===== src/rtl/deparser_rule_conf_arbiter.sv =====
// Round-robin arbiter sharing one rule-config path between host (req 0) and CPU (req 1)
// across LAYER_NUM deparser layers: decode layer, strobe once, collect read data with timeout.
module deparser_rule_conf_arbiter #(
    parameter int LAYER_NUM     = 4,
    parameter int LAYER_SEL_LSB = 24,
    parameter int TIMEOUT       = 15
) (
    input  logic                      i_clk,
    input  logic                      i_rst,
    input  logic [1:0]                i_req_valid,
    input  logic [1:0]                i_req_wr,
    input  logic [1:0][31:0]          i_req_addr,
    input  logic [1:0][31:0]          i_req_wdata,
    output logic [1:0]                o_req_ready,
    output logic [1:0]                o_resp_valid,
    output logic [31:0]               o_resp_rdata,
    output logic                      o_resp_err,
    output logic [LAYER_NUM-1:0]      o_rule_wren,
    output logic [LAYER_NUM-1:0]      o_rule_rden,
    output logic [31:0]               o_rule_addr,
    output logic [31:0]               o_rule_wdata,
    input  logic [LAYER_NUM-1:0]      i_rule_rdata_valid,
    input  logic [LAYER_NUM-1:0][31:0] i_rule_rdata,
    output logic                      o_busy
);

    localparam int CW = $clog2(TIMEOUT + 1);

    typedef enum logic [1:0] {IDLE, ISSUE, WAIT_RD, RESP} state_t;

    state_t              state, state_nxt;
    logic                rr, owner, wr, err;
    logic [7:0]          sel;
    logic [CW-1:0]       cnt;
    logic                grant, accept, req_bad, timeout;
    logic [7:0]          req_sel;
    logic [LAYER_NUM-1:0] hit;
    logic                hit_vld;
    logic [31:0]         hit_data;

    // rr pointer only matters on a tie; otherwise whoever is valid wins
    assign grant   = (&i_req_valid) ? rr : i_req_valid[1];
    assign accept  = (state == IDLE) && (|i_req_valid);
    assign req_sel = i_req_addr[grant][LAYER_SEL_LSB +: 8];
    assign req_bad = {1'b0, req_sel} >= 9'(LAYER_NUM);
    assign timeout = (cnt == CW'(TIMEOUT - 1));

    for (genvar g = 0; g < LAYER_NUM; g++) begin : g_hit
        assign hit[g] = (sel == 8'(g));
    end

    assign hit_vld = |(i_rule_rdata_valid & hit);

    always_comb begin
        hit_data = '0;
        for (int i = 0; i < LAYER_NUM; i++)
            hit_data = hit_data | (i_rule_rdata[i] & {32{hit[i]}});
    end

    always_comb begin
        state_nxt = state;
        unique case (state)
            IDLE:    if (accept) state_nxt = req_bad ? RESP : ISSUE;
            ISSUE:   state_nxt = (wr || hit_vld) ? RESP : WAIT_RD;
            WAIT_RD: if (hit_vld || timeout) state_nxt = RESP;
            RESP:    state_nxt = IDLE;
            default: state_nxt = IDLE;
        endcase
    end

    assign o_req_ready  = accept ? (grant ? 2'b10 : 2'b01) : 2'b00;
    assign o_rule_wren  = (state == ISSUE &&  wr) ? hit : '0;
    assign o_rule_rden  = (state == ISSUE && !wr) ? hit : '0;
    assign o_resp_valid = (state == RESP) ? (owner ? 2'b10 : 2'b01) : 2'b00;
    assign o_resp_err   = (state == RESP) && err;
    assign o_busy       = (state != IDLE);

    always_ff @(posedge i_clk or posedge i_rst) begin
        if (i_rst) begin
            state        <= IDLE;
            rr           <= 1'b0;
            owner        <= 1'b0;
            wr           <= 1'b0;
            err          <= 1'b0;
            sel          <= '0;
            cnt          <= '0;
            o_rule_addr  <= '0;
            o_rule_wdata <= '0;
            o_resp_rdata <= '0;
        end else begin
            state <= state_nxt;
            unique case (state)
                IDLE: if (accept) begin
                    owner        <= grant;
                    rr           <= ~grant;
                    wr           <= i_req_wr[grant];
                    sel          <= req_sel;
                    o_rule_addr  <= i_req_addr[grant];
                    o_rule_wdata <= i_req_wdata[grant];
                    err          <= req_bad;
                    if (req_bad) o_resp_rdata <= '0;
                end
                ISSUE: begin
                    cnt <= '0;
                    if (!wr && hit_vld) o_resp_rdata <= hit_data;
                end
                WAIT_RD: begin
                    cnt <= cnt + 1'b1;
                    // data arriving on the timeout cycle still counts as success
                    if (hit_vld) begin
                        o_resp_rdata <= hit_data;
                    end else if (timeout) begin
                        err          <= 1'b1;
                        o_resp_rdata <= '0;
                    end
                end
                default: ;
            endcase
        end
    end

endmodule


===== config.mk =====
export PLATFORM = sky130hd
export DESIGN_NAME = deparser_rule_conf_arbiter
export DESIGN_NICKNAME = d
export VERILOG_FILES = /design/src/rtl/deparser_rule_conf_arbiter.sv
export SDC_FILE = /design/constraint.sdc
export NUM_CORES = 1
export LEC_CHECK = 0
export ABC_AREA = 1
export BUFFER_PORTS_ARGS = -buffer_cell sky130_fd_sc_hd__buf_2
export CAP_MARGIN = 20
export CORE_AREA = 2 2 146 148
export DETAILED_ROUTE_END_ITERATION = 12
export DIE_AREA = 0 0 148 150
export PLACE_DENSITY = 0.65
export SYNTH_ARGS = -nofsm -noshare
export SYNTH_HDL_FRONTEND = slang
export SYNTH_SLANG_ARGS = --single-unit

===== constraint.sdc =====
create_clock -name i_clk -period 3.16 [get_ports i_clk]
set_input_delay 0.316 -clock i_clk [delete_from_list [all_inputs] [get_ports i_clk]]
set_output_delay 0.316 -clock i_clk [all_outputs]
set_load 0.01 [all_outputs]

# After elaboration in Yosys (flattened, before gate mapping)
# Cells that the tools add are included.
# Widths: inputs -> output; s select.
totals:
  ff_bits: 114
  in_bits: 266
  output_inout_bits: 110
  wordCells: 86
classes:
  add_sub_neg: 1
  n_lt_le_gt_ge: 2
  eq_ne: 14
  mux: 29
  n_bitwise: 9
  reduce_logical: 21
op_table:
  columns: ["cell", "n"]
  rows:
  - ["$mux 32", 9]
  - ["$and 32x32->32", 4]
  - ["$or 32x32->32", 3]
  - ["$pmux 32 s3", 1]
  - ["$eq 8x2->1 const B", 2]
  - ["$mux 2", 7]
  - ["$ne 2x2->1 const B", 5]
  - ["$eq 8x1->1 const B", 1]
  - ["$ge 8x3->1 const B", 1]
  - ["$logic_not 8->1", 1]
  - ["$mux 4", 2]
  - ["$pmux 2 s4", 1]
  - ["$pmux 4 s2", 1]
  - ["$mux 1", 7]
  - ["$reduce_and 2->1", 3]
  - ["$reduce_bool 2->1", 3]
  - ["$logic_and 1x1->1", 5]
  - ["$reduce_and 5->1", 1]
  - ["$add 4x1->4 const B", 1]
  - ["$and 4x4->4", 1]
  - ["$eq 2x2->1 const B", 2]
  - ["$eq 4x4->1 const B", 1]
  - ["$reduce_and 4->1", 1]
  - ["$reduce_or 4->1", 1]
  - ["11 further kinds", 12]

# Depth between registers and ports, before layout
logic_depth:
  word_depth: 8
  depth_mapped: 14

# Worst setup path after synthesis
# Ideal clock, no wire load.
synth_timing:
  kind: "register to output"
  startpoint: "reg state[0]"
  endpoint: "out o_req_ready[0]"
  arrival_time_ns: 1.511
  slack_ns: 1.333
  stages_incl_launch_ff: 8
  path_buffers: 1
  cell_sequence: "dfrtp_1 inv_1 ha_1 inv_1 a21oi_1 inv_1 nor2_2 buf_1"
synth_via:
  elab_chain_len: 3
synth_rtl:
  columns: ["element", "line_no", "rtl"]
  rows:
  - ["from (decl)", "31", "state_t state, state_nxt;"]
  - ["from (signal assigned)", "91", "state <= state_nxt;"]
  - ["$logic_not 2->1", "43", "assign accept = (state == IDLE) && (|i_req_valid);"]
  - ["$logic_and 1x1->1", "43", null]
  - ["$mux 2", "71", "assign o_req_ready = accept ? (grant ? 2'b10 : 2'b01) : 2'b00;"]
  - ["to (decl)", "14", "output logic [1:0] o_req_ready,"]
# No other way between the ends.

# Worst setup path after layout
layout_timing:
  startpoint: "reg state[1]"
  endpoint: "out o_req_ready[0]"
# Same word-level chain as after synthesis.

==> run_results.csv <==
group,metric,value,unit
run_status,outcome,"finished, final reports clean",
synth,synth_top_family_by_area,"simple AND/OR/NAND/NOR gates",
floorplanning,dieArea,22200,um2
timing,period_share,83.04,%
critical_path,cp_num_buf_inv,5,
critical_path,slowest_stage,"dfrtp_1",
cts,root_buffer,"clkbuf_16",
placement,dp_hpwl,18380,um
power,p_sw,2.894,mW
critical_path,r2r_start,"state[0]",
synth,yosys.area_share.adder,1.479,%
timing,tightest_slew,0.7698,ns
critical_path,cp_top_family,"buffers and inverters",
route,drtIter0Drc,239,
floorplanning,num_rows,53,
critical_path,path_class,"reg -> out",
cts,hold_buffers,0,
floorplanning,die_w,148,um
cts,clk_latency,0.35,ns
route,detail_route.first_pass.iterations,5,
route,routedWlPerCell,15.83,um
power,internal_power,3.453,mW
global_route,grt_max_degree,67,
synth,syn_area,5923,um2
global_route,antenna_found_initial,6,
route,via_per_inst,4.586,
synth,ys_seq_area_share,44.78,%
timing,finalSetupViolCount,0,
global_route,grt_overflow,0,
synth,synthMuxAreaShare,0,%
synth,ys_types,31,
global_route,grt_usage,20.16,%
cells_and_area,final_common_cell,"buf_2",
power,max-vdd-ir-drop,0.0004277,V
cts,cts_tree,"built",
cts,numCtsBuffers,9,
critical_path,reg2reg_to,"o_resp_rdata[30]",
placement,gp_congestion,0.8487,
cells_and_area,layout.nets,1462,
floorplanning,start_util,28.63,%
timing,skew,0.01035,ns
route,dr_total_vias,6765,
critical_path,critPathRequiredTime,2.84,ns
power,power_density,762.8,nW/um2
power,p_leak,4.681,nW
power,p_sw_share,45.59,%
synth,syn_area_per_cell,7.102,um2
power,p_clk_share,17.7,%
cells_and_area,nFillCells,2212,
critical_path,crit_path_max_incr_delay,0.43,ns
power,power,6.347,mW
placement,io_buffers,375,
critical_path,start_kind,"flip-flop",
cts,postCtsSetupRepairBufs,0,
synth,synth_xor_area_share,0.1479,%
timing,fmax,0.3811,GHz
critical_path,r2r_cells,8,
critical_path,worstPathCellList,"inv_1, ha_1, inv_1, a21oi_1, buf_4, inv_2, nor2_4, buf_2",
cells_and_area,final_cell_mix,"375 x buf_2, 371 x nand2_1, 109 x nand3_1",
critical_path,ff2ff_setup_slack,0.77,ns
timing,slew_viol_final,0,
timing,relSlewSlack,48.56,%
synth,yosys_warnings,0,
timing,setup-tns-final,0,ns
cts,clock_path_buffers,2,
power,p_comb_share,48.7,%
floorplanning,die_y,150,um
power,seq_power_share,33.6,%
run,drv_cap,0,
synth,syn_inst,834,
synth,synth-seq-cells,106,
timing,hold_viol_final,0,
route,drc,0,
route,drt_wl_total,23350,um
timing,min_period,2.624,ns
critical_path,cp_max_fo,15,
critical_path,cp.arrival,2.31,ns
cts,cts_resized,0,
route,ant_nets,0,
min_path,hold_class,"in -> async",
global_route,grt_pass1_vias,6459,
timing,rsz0062_at_grt,"false",
floorplanning,io_pins,376,
cells_and_area,synthToLayoutAreaGrowth,40.47,%
synth,syn_nets,1107,
global_route,grt_first_pass_wirelength,34510,um
floorplanning,coreArea,20690,um2
cells_and_area,drive_gt1_share,36.18,%
cts,cts.sinks,106,
cts,h-tree-depth,3,
cts,cts.clk_slew.worst_paths,0.08,ns
synth,synth_simple_gate_area_share,40.11,%
critical_path,cpMostUsedCell,"inv_1",
critical_path,critPathCaptureType,"output pin",
synth,synth_compound_area_share,6.633,%
-- stage by stage --
stage,std cells,setup WS (ns),utilization [%],instance area [um2],hold WS [ns]
2_1_floorplan,834,0.05511,-,5923,0.4359
3_3_place_gp,1453,0.7941,38.76,8020,0.4626
3_5_place_dp,1453,0.7638,38.76,8020,0.4648
4_1_cts,1469,0.4704,40.14,8305,0.08402
5_1_grt,1471,0.2899,40.17,8310,0.1229
6_report,1475,0.5360,40.22,8320,0.06353
-- power by group through the flow --
| stage | Clock, mW | Sequential, mW | Combinational (mW) |
|---|---|---|---|
| final | 1.12 | 2.13 | 3.09 |
| after global routing | 1.21 | 2.19 | 3.45 |
| after CTS | 1.16 | 2.14 | 3.15 |
| after detailed placement | 0 | 2.16 | 3.14 |
| after global placement | 0 | 2.14 | 3.11 |
| after floorplan | 0 | 2.33 | 1.82 |
-- flip-flops by register name, indices dropped and copies added (netlist names) --
register,count
o_resp_rdata,32
o_rule_addr,32
o_rule_wdata,32
cnt,4
state,2
err,1
owner,1
rr,1
wr,1
-- synth_stat cells --
library cell | n | area share [%]
nor3_1 | 1 | 0.084
dfrtp_1 | 106 | 45
ha_1 | 7 | 1.5
o21bai_1 | 1 | 0.13
o21ai_0 | 12 | 1.0
nor2_1 | 65 | 4.1
clkbuf_1 | 20 | 1.3
buf_4 | 2 | 0.25
a211oi_1 | 1 | 0.13
and3_1 | 2 | 0.21
buf_1 | 5 | 0.32
a22o_1 | 11 | 1.6
inv_2 | 4 | 0.25
o22ai_1 | 4 | 0.42
inv_1 | 35 | 2.2
buf_2 | 12 | 1.0
xor2_1 | 1 | 0.15
nand3b_1 | 3 | 0.38
o21ai_1 | 1 | 0.084
buf_6 | 8 | 1.5
o211ai_1 | 6 | 0.76
nand3_2 | 4 | 0.68
nand3_1 | 109 | 9.2
nand4_1 | 2 | 0.21
nor2_2 | 1 | 0.11
nor2_4 | 4 | 0.76
a21oi_1 | 26 | 2.2
nand2_1 | 371 | 24
nand2_2 | 8 | 0.84
a21oi_2 | 1 | 0.15
a21boi_0 | 1 | 0.13
-- layer usage --
layer | up-vias | wire (um) | GRT usage, %
met4 | 2 | 709 | 8.000
li1 | 3361 | - | -
met5 | - | 13 | 0
met1 | 3077 | 8934 | 22.88
met2 | 293 | 11420 | 34.88
met3 | 32 | 2278 | 6.890
-- worst register-to-register path: cells and delay by family, from the launching register on --
kind                     cells  cell delay, ns
AO/OA/AOI/OAI                1            0.17
adder cells (fa/ha/maj)      1            0.26
buffers and inverters        2            0.33
flip-flops                   1            0.43
AND/OR/NAND/NOR              4            1.09
-- area by class of cell --
class                           instances  area, um2  share of cell area, %
Inverter                               39      148.9                  1.789
Antenna cell                            6      15.01                 0.1805
Clock inverter                          7      60.06                 0.7218
Multi-Input combinational cell        642       2878                  34.59
Clock buffer                            9      225.2                  2.707
Timing Repair Buffer                  391       1997                  24.00
Tap cell                              275      344.1                  4.135
Sequential cell                       106       2653                  31.88
-- worst max-delay path by stage --
stage	from	end	slack, ns	cells past startpoint
finish	state[1]	o_req_ready[0]	0.54	8
global placement	state[1]	o_resp_rdata[26]	0.79	8
global route	state[1]	o_req_ready[0]	0.29	8
floorplan	i_rst	cnt[0]	0.06	1
CTS	state[1]	o_req_ready[0]	0.47	8
detailed placement	state[0]	o_resp_rdata[30]	0.76	8
-- cells by family (layout without fill, tap and decap cells) --
kind of cell	Yosys count	after routing
and+or+nand+nor	570	570
DFF	106	106
buffers and inverters	86	446
AOI/OAI and AO/OA	64	64
adders and majority gates	7	7
xor gates and xnor gates	1	1
other	0	6
Note: power is estimated with default switching activity, not from simulation.
